[src/rtl/hazard_glitch_monitor_pkg.sv]
// Shared types and parameter limits for the hazard glitch monitor.
// Elaboration-time helpers only; no logic.
package hazard_glitch_monitor_pkg;

   typedef enum logic {
      STABLE    = 1'b0,
      EXCURSION = 1'b1
   } state_e;

   localparam int MIN_WIDTH_LO = 2;
   localparam int MIN_WIDTH_HI = 255;

   // The width counter must be able to hold MIN_WIDTH-1 without wrapping.
   function automatic bit min_width_ok(input int min_width, input int width_w);
      return (min_width >= MIN_WIDTH_LO) && (min_width <= MIN_WIDTH_HI) &&
             (width_w < 31) && ((2 ** width_w) > min_width);
   endfunction

endpackage

[src/rtl/hazard_glitch_monitor_sat_counter.sv]
// Saturating event counter with synchronous clear and sticky saturation flag.
// Updates one edge after inc/clr; no backpressure, an increment at max only sets sat.
module sat_counter #(
   parameter int W = 8
) (
   input  logic         clk,
   input  logic         rst,
   input  logic         clr,
   input  logic         inc,
   output logic [W-1:0] count,
   output logic         sat
);

   localparam logic [W-1:0] MAX = '1;

   logic [W-1:0] count_q, count_d;
   logic         sat_q, sat_d;

   always_comb begin
      count_d = count_q;
      sat_d   = sat_q;
      if (clr) begin
         count_d = '0;
         sat_d   = 1'b0;
      end
      // An event coincident with a clear is counted after the clear.
      if (inc) begin
         if (clr) begin
            count_d = W'(1);
         end else if (count_q == MAX) begin
            sat_d = 1'b1;
         end else begin
            count_d = count_q + W'(1);
         end
      end
   end

   always_ff @(posedge clk) begin
      if (rst) begin
         count_q <= '0;
         sat_q   <= 1'b0;
      end else begin
         count_q <= count_d;
         sat_q   <= sat_d;
      end
   end

   assign count = count_q;
   assign sat   = sat_q;

endmodule

[src/rtl/hazard_glitch_monitor.sv]
// Oversampling deglitcher: short excursions are reported as glitches, long ones toggle stable_out.
// Latency MIN_WIDTH+1 edges for a transition; no backpressure, every event is reported.
module hazard_glitch_monitor
   import hazard_glitch_monitor_pkg::*;
#(
   parameter int MIN_WIDTH = 3,
   parameter int WIDTH_W   = 8,
   parameter int COUNT_W   = 8
) (
   input  logic               clk,
   input  logic               rst,
   input  logic               sig,
   input  logic               clr_count,
   output logic               stable_out,
   output logic               glitch_pulse,
   output logic               glitch_level,
   output logic [WIDTH_W-1:0] last_width,
   output logic [COUNT_W-1:0] glitch_count,
   output logic               count_sat
);

   if (!min_width_ok(MIN_WIDTH, WIDTH_W)) begin : g_bad_params
      $error("hazard_glitch_monitor: MIN_WIDTH out of range or WIDTH_W too narrow");
   end

   localparam logic [WIDTH_W-1:0] W_ACCEPT = WIDTH_W'(MIN_WIDTH - 1);

   state_e             state_q;
   logic               sig_q;
   logic [WIDTH_W-1:0] w_q;
   logic               stable_q;
   logic               pulse_q;
   logic               level_q;
   logic [WIDTH_W-1:0] last_w_q;
   logic               glitch_det;

   assign glitch_det = (state_q == EXCURSION) && (sig_q == stable_q);

   always_ff @(posedge clk) begin
      if (rst) begin
         sig_q    <= 1'b0;
         state_q  <= STABLE;
         w_q      <= '0;
         stable_q <= 1'b0;
         pulse_q  <= 1'b0;
         level_q  <= 1'b0;
         last_w_q <= '0;
      end else begin
         sig_q   <= sig;
         pulse_q <= 1'b0;
         case (state_q)
            STABLE: begin
               if (sig_q != stable_q) begin
                  state_q <= EXCURSION;
                  w_q     <= WIDTH_W'(1);
               end
            end
            EXCURSION: begin
               if (sig_q == stable_q) begin
                  pulse_q  <= 1'b1;
                  level_q  <= stable_q;
                  last_w_q <= w_q;
                  state_q  <= STABLE;
                  w_q      <= '0;
               end else if (w_q == W_ACCEPT) begin
                  stable_q <= ~stable_q;
                  state_q  <= STABLE;
                  w_q      <= '0;
               end else begin
                  w_q <= w_q + WIDTH_W'(1);
               end
            end
            default: begin
               state_q <= STABLE;
               w_q     <= '0;
            end
         endcase
      end
   end

   sat_counter #(
      .W (COUNT_W)
   ) u_count (
      .clk   (clk),
      .rst   (rst),
      .clr   (clr_count),
      .inc   (glitch_det),
      .count (glitch_count),
      .sat   (count_sat)
   );

   assign stable_out   = stable_q;
   assign glitch_pulse = pulse_q;
   assign glitch_level = level_q;
   assign last_width   = last_w_q;

endmodule

[config.mk]
export PLATFORM = sky130hd
export DESIGN_NAME = hazard_glitch_monitor
export DESIGN_NICKNAME = d
export VERILOG_FILES = /design/src/rtl/hazard_glitch_monitor_pkg.sv /design/src/rtl/hazard_glitch_monitor_sat_counter.sv /design/src/rtl/hazard_glitch_monitor.sv
export SDC_FILE = /design/constraint.sdc
export NUM_CORES = 1
export LEC_CHECK = 0
export CAP_MARGIN = 20
export CORE_MARGIN = 3
export CORE_UTILIZATION = 30
export CTS_CLUSTER_DIAMETER = 50
export DETAILED_ROUTE_END_ITERATION = 10
export DONT_BUFFER_PORTS = 1
export GPL_ROUTABILITY_DRIVEN = 0
export PLACE_DENSITY = 0.45
export SETUP_SLACK_MARGIN = 0.15
export SYNTH_ARGS = -nofsm -noshare
export SYNTH_HDL_FRONTEND = slang
export SYNTH_SLANG_ARGS = --single-unit
[constraint.sdc]
create_clock -name clk -period 3.33 [get_ports clk]
set_clock_uncertainty 0.15 [all_clocks]
set_input_delay 0.8325 -clock clk [delete_from_list [all_inputs] [get_ports clk]]
set_output_delay 0.8325 -clock clk [all_outputs]
set_load 0.1 [all_outputs]
# After elaboration in Yosys (flattened, before gate mapping)
# Index checks and enable logic that the tools add are counted.
op_classes:
  n_addsub: 2
  n_eq_ne: 5
  muxes: 17
  bitwise: 3
  reduce_logical: 4
op_table:
  columns: ["operator", "count"]
  rows:
  - ["2-to-1 mux 8 bit", 7]
  - ["adder 8 x 1 -> 8 bit, second input constant", 2]
  - ["one-hot mux 8 bit (2 select lines)", 1]
  - ["== test 8 x 2 -> 1 bit, second input constant", 1]
  - ["== test 8 bit, second input constant", 1]
  - ["2-to-1 mux 1 bit", 8]
  - ["inverter 1 bit", 3]
  - ["AND reduction 3 bit", 1]
  - ["inequality test 2 bit, second input constant", 1]
  - ["one-hot mux 1 bit (2 select lines)", 1]
  - ["AND reduction 2 bit", 1]
  - ["OR reduction 2 bit", 1]
  - ["== test 1 bit", 1]
  - ["logical AND 1 bit", 1]
  - ["inequality test 1 bit", 1]
totals:
  ff_bits: 30
  input_bits: 4

# Logic depth before layout (Yosys ltp)
depth:
  depth_word: 4
  ltp_mapped: 6

# Modules after synthesis
# A second synthesis with hierarchy kept.
unflattened:
  hier_cells: 157
  hier_area_um2: 1378.8
modules_own_cells:
  columns: ["mod", "n_inst", "cells_each", "area_per_inst_um2"]
  rows:
  - ["hazard_glitch_monitor", 1, 104, 912.1]
  - ["sat_counter", 1, 53, 466.7]

# Least setup slack after synthesis
# Ideal clock, no wire load.
synth_path:
  path_kind: "register to register"
  from: "reg stable_q, in the netlist stable_out"
  to: "reg u_count.count_q[7], in the netlist u_count.count[7]"
  setup_ps: 70
  t_arrival_ps: 2194
  t_required_ps: 3110
  setup_slack_ps: 915
  path_stages_with_launch: 5
  synth_period_minus_slack_ps: 2415
  path_cell_list: "dfxtp_1 > xnor2_4 > o211ai_2 > or4_1 > a21oi_1"
synth_via:
  elab_chain_len: 3
synth_lines:
  columns: ["item", "line_no", "source"]
  rows:
  - ["start: declaration", "hazard_glitch_monitor.sv:31", "logic stable_q;"]
  - ["start signal: assignment", "hazard_glitch_monitor.sv:66", "stable_q <= ~stable_q;"]
  - ["== test 1 bit", "hazard_glitch_monitor.sv:37", "assign glitch_det = (state_q == EXCURSION) && (sig_q == stable_q);"]
  - ["logical AND 1 bit", "hazard_glitch_monitor.sv:37", null]
  - ["2-to-1 mux 8 bit", "hazard_glitch_monitor_sat_counter.sv:27", "if (inc) begin"]
  - ["end signal: assignment", "hazard_glitch_monitor_sat_counter.sv:43", "count_q <= count_d;"]
  - ["end: declaration", "hazard_glitch_monitor_sat_counter.sv:16", "logic [W-1:0] count_q, count_d;"]
# No other way between the ends.
# A chain may end at the register's enable or synchronous reset.

# Final worst setup path
layout_path:
  from: "reg u_count.count_q[7], in the netlist u_count.count[7]"
  to: "out glitch_count[7]"
layout_lines:
  columns: ["item", "line_no", "source"]
  rows:
  - ["end: declaration", "hazard_glitch_monitor.sv:18", "output logic [COUNT_W-1:0] glitch_count,"]
# No word-level cell between the ends.

==> results by group <==
Finish
  • Nets: 166
  • Area growth syn-to-layout: 14.1%
  • Share of post-route cells with drive strength above 1: a little over an eighth
  • Design Area, Final: 0.00151 mm²
  • # diodes: 0
  • Fill cell count: ~430

Worst setup path
  • Crit path DAT: about 1.3 ns
  • Critical Path RT: between 2 and 2.5 ns
  • Maximum fanout along the worst path: 5
  • Crit path kind: register to output port
  • CP Capture Type: output port
  • CP startpoint kind: register
  • Reg2reg setup slack: around 1.1 ns

Floorplanning
  • Initial Utilization: about a third
  • DIE AREA: 0.00523 mm²
  • # IOs: 24
  • Total core area: 0.00412 mm²
  • Rows: 23
  • Die X: around 72 µm
  • Die Ht: 72.3 µm

Detailed routing
  • Number of detailed-route iterations in the first pass: 4
  • Via count: 1,087
  • DRT iter0 DRCs: 55
  • DR vias/cell: approximately 5.2
  • Drt total wl: ~3.0 mm
  • Residual DRC: 0
  • WL/cell: about 14 µm
  • Final ANT Viol Nets: 0

Min path
  • Hold/Removal Path Class: register to register

Timing
  • Fin crit share: 69.3%
  • Slew of the pin with the lowest slew margin: around 1.1 ns
  • Final Max Tran Viols: 0
  • Total negative slack: 0 ns
  • Fmax: roughly 0.43 GHz
  • RSZ-0062 raised after global routing: false
  • Slew HR: around 28%
  • Final Hold Fails: 0
  • Final setup viols: 0
  • Final min period: between 2 and 2.5 ns

Clocking
  • Setup bufs post-CTS: 0
  • Clock Sinks: 30
  • CTS root buf: clkbuf_8
  • Resized cells post-CTS: 0
  • Worst-skew pair later-pin latency: 0.28 ns
  • Clock slew at reported path FFs: about 0.06 ns
  • CTS tree: done
  • Depth of the CTS H-tree: 2
  • TritonCTS Buffers: 5
  • Max clock buf depth: 2
  • Hold-fix buffers, CTS: 0

Global routing
  • Grt ovf: 0
  • Initial antenna violation count: 0
  • First-pass GRT wire length: 4.92 mm
  • Total GRT Usage: roughly an eighth
  • Vias in the first global route: 1,021
  • Pin count of the biggest net entering global routing: 20

Synthesis
  • Yosys cell types: 38
  • Synth Cell Area: roughly 0.0013 mm²
  • Synth warn: 0
  • Post-Synthesis Net Count: roughly 160
  • FF+latch count, synth: 30
  • Avg Inst Size Synth: 8.91 µm²
  • Share of the synthesized area in the top cell type: 45.5%
  • Dominant cells by area after synthesis: dfxtp_1 (46%), a21oi_1 (7.2%), nand2_1 (7.1%)
  • Seq/Total Area, Yosys: 45.5%
  • Cells after Synth: about 150
  • Leading area contributor after synthesis: dfxtp_1

Place
  • Post-DP HPWL: 2.14 mm
  • PortBufs: 0
  • DP Area: around 0.0014 mm²

Outcome
  • Status: finished, final reports clean

Power and ir drop
  • Maximum vdd drop: between 200 and 250 µV
  • P per Cell Area: between 400 and 500 mW/mm²
  • Pleak: 0.516 nW

Run
  • Maxcap violations: 0
synth_stat cells:
| cell | instances |
|---|---|
| a211oi_1 | 1 |
| nand2_1 | 25 |
| o211ai_2 | 1 |
| or2_2 | 1 |
| and4b_1 | 1 |
| xnor2_1 | 2 |
| and4_1 | 1 |
| nor2_1 | 9 |
| nand3_1 | 6 |
| ha_1 | 3 |
| xor2_1 | 3 |
| and3_1 | 1 |
| nor4b_2 | 1 |
| xnor2_4 | 1 |
| inv_1 | 2 |
| a311oi_1 | 1 |
| buf_1 | 1 |
| a22o_1 | 2 |
| a2111o_1 | 1 |
| a21o_1 | 1 |
| clkbuf_1 | 3 |
| a31oi_1 | 5 |
| o21ai_1 | 4 |
| inv_2 | 1 |
| o31ai_1 | 1 |
| or3_1 | 5 |
| o2111ai_1 | 1 |
| o21ai_0 | 2 |
| or4_1 | 1 |
| a2111oi_4 | 1 |
| nor3_1 | 3 |
| nand2b_1 | 2 |
| nor2b_1 | 1 |
| mux2i_1 | 2 |
| dfxtp_1 | 30 |
| a21oi_1 | 19 |
| nand4_1 | 2 |
| o2bb2ai_1 | 1 |
cell families after synthesis:
logic type	after synthesis	share of synthesized area, %
and+or+nand+nor	59	21.9
AOI/OAI and AO/OA	41	20.8
DFF	30	45.5
buffers and inverters	7	1.99
xor gates and xnor gates	6	5.41
adders and majority gates	3	2.85
muxes	2	1.52
power by group:
group	internal [mW]	total (mW)	leakage [nW]	switching [mW]
Sequential	0.362	0.370	0.242	0.00836
Combinational	0.00792	0.0256	0.230	0.0177
Clock	0.140	0.277	0.0438	0.137
cell type report:
type	instances	area, µm²	area share [%]
multi-input combinational	111	692	46.0
sequential	30	601	39.9
clock buffer	5	68.8	4.57
tap	50	62.6	4.16
timing repair buffer	8	60.1	3.99
inverter	3	11.3	0.748
clock inverter	2	10.0	0.665
metal layers:
metal | share of wire [%] | global-route usage [%] | vias to the layer above
li1 | - | - | 556
met1 | 50 | 16.3 | 501
met2 | 42 | 17.2 | 24
met3 | 6.9 | 5.68 | 6
met4 | 1.0 | 4.38 | 0
met5 | 0 | 0 | -
final timing paths:
| path | start | end | cells after the start |
|---|---|---|---|
| max | u_count.count[7] | glitch_count[7] | 0 |
| min | w_q[1] | last_width[1] | 2 |
| max reg2reg | u_count.count[7] | u_count.count[0] | 4 |
| min reg2reg | w_q[1] | last_width[1] | 2 |
metrics by stage:
stage | util (%) | worst slack, ns | hold WS, ns | total power, mW | instances
after global routing | 36.6 | 0.987 | 0.384 | 0.707 | 209
after floorplan | - | 0.915 | 0.303 | 0.401 | 148
after CTS | 36.6 | 1.02 | 0.373 | 0.685 | 209
after detailed placement | 34.7 | 1.10 | 0.362 | 0.404 | 202
final | 36.6 | 1.02 | 0.371 | 0.673 | 209
after global placement | 34.7 | 1.16 | 0.355 | 0.404 | 202
sequential cells by signal (all words and copies together) (netlist names):
register       cells
state_q            1
glitch_level       1
w_q                8
sig_q              1
u_count.sat        1
glitch_pulse       1
last_width         8
stable_out         1
u_count.count      8
cell usage in the layout (no fill, tap or decap), types with 2 or more instances in the layout:
cell / n
clkinv_2: 2
mux2i_1: 2
o21ai_1: 4
dfxtp_1: 30
clkbuf_8: 5
o21ai_0: 2
inv_1: 2
a21oi_1: 19
a22o_1: 2
xor2_1: 3
xnor2_1: 2
buf_4: 8
or3_1: 5
nand3_1: 6
nand2_1: 25
nor3_1: 3
nand2b_1: 2
ha_1: 3
nand4_1: 2
a31oi_1: 5
nor2_1: 9
No activity file was read; power rests on OpenSTA's default activity.
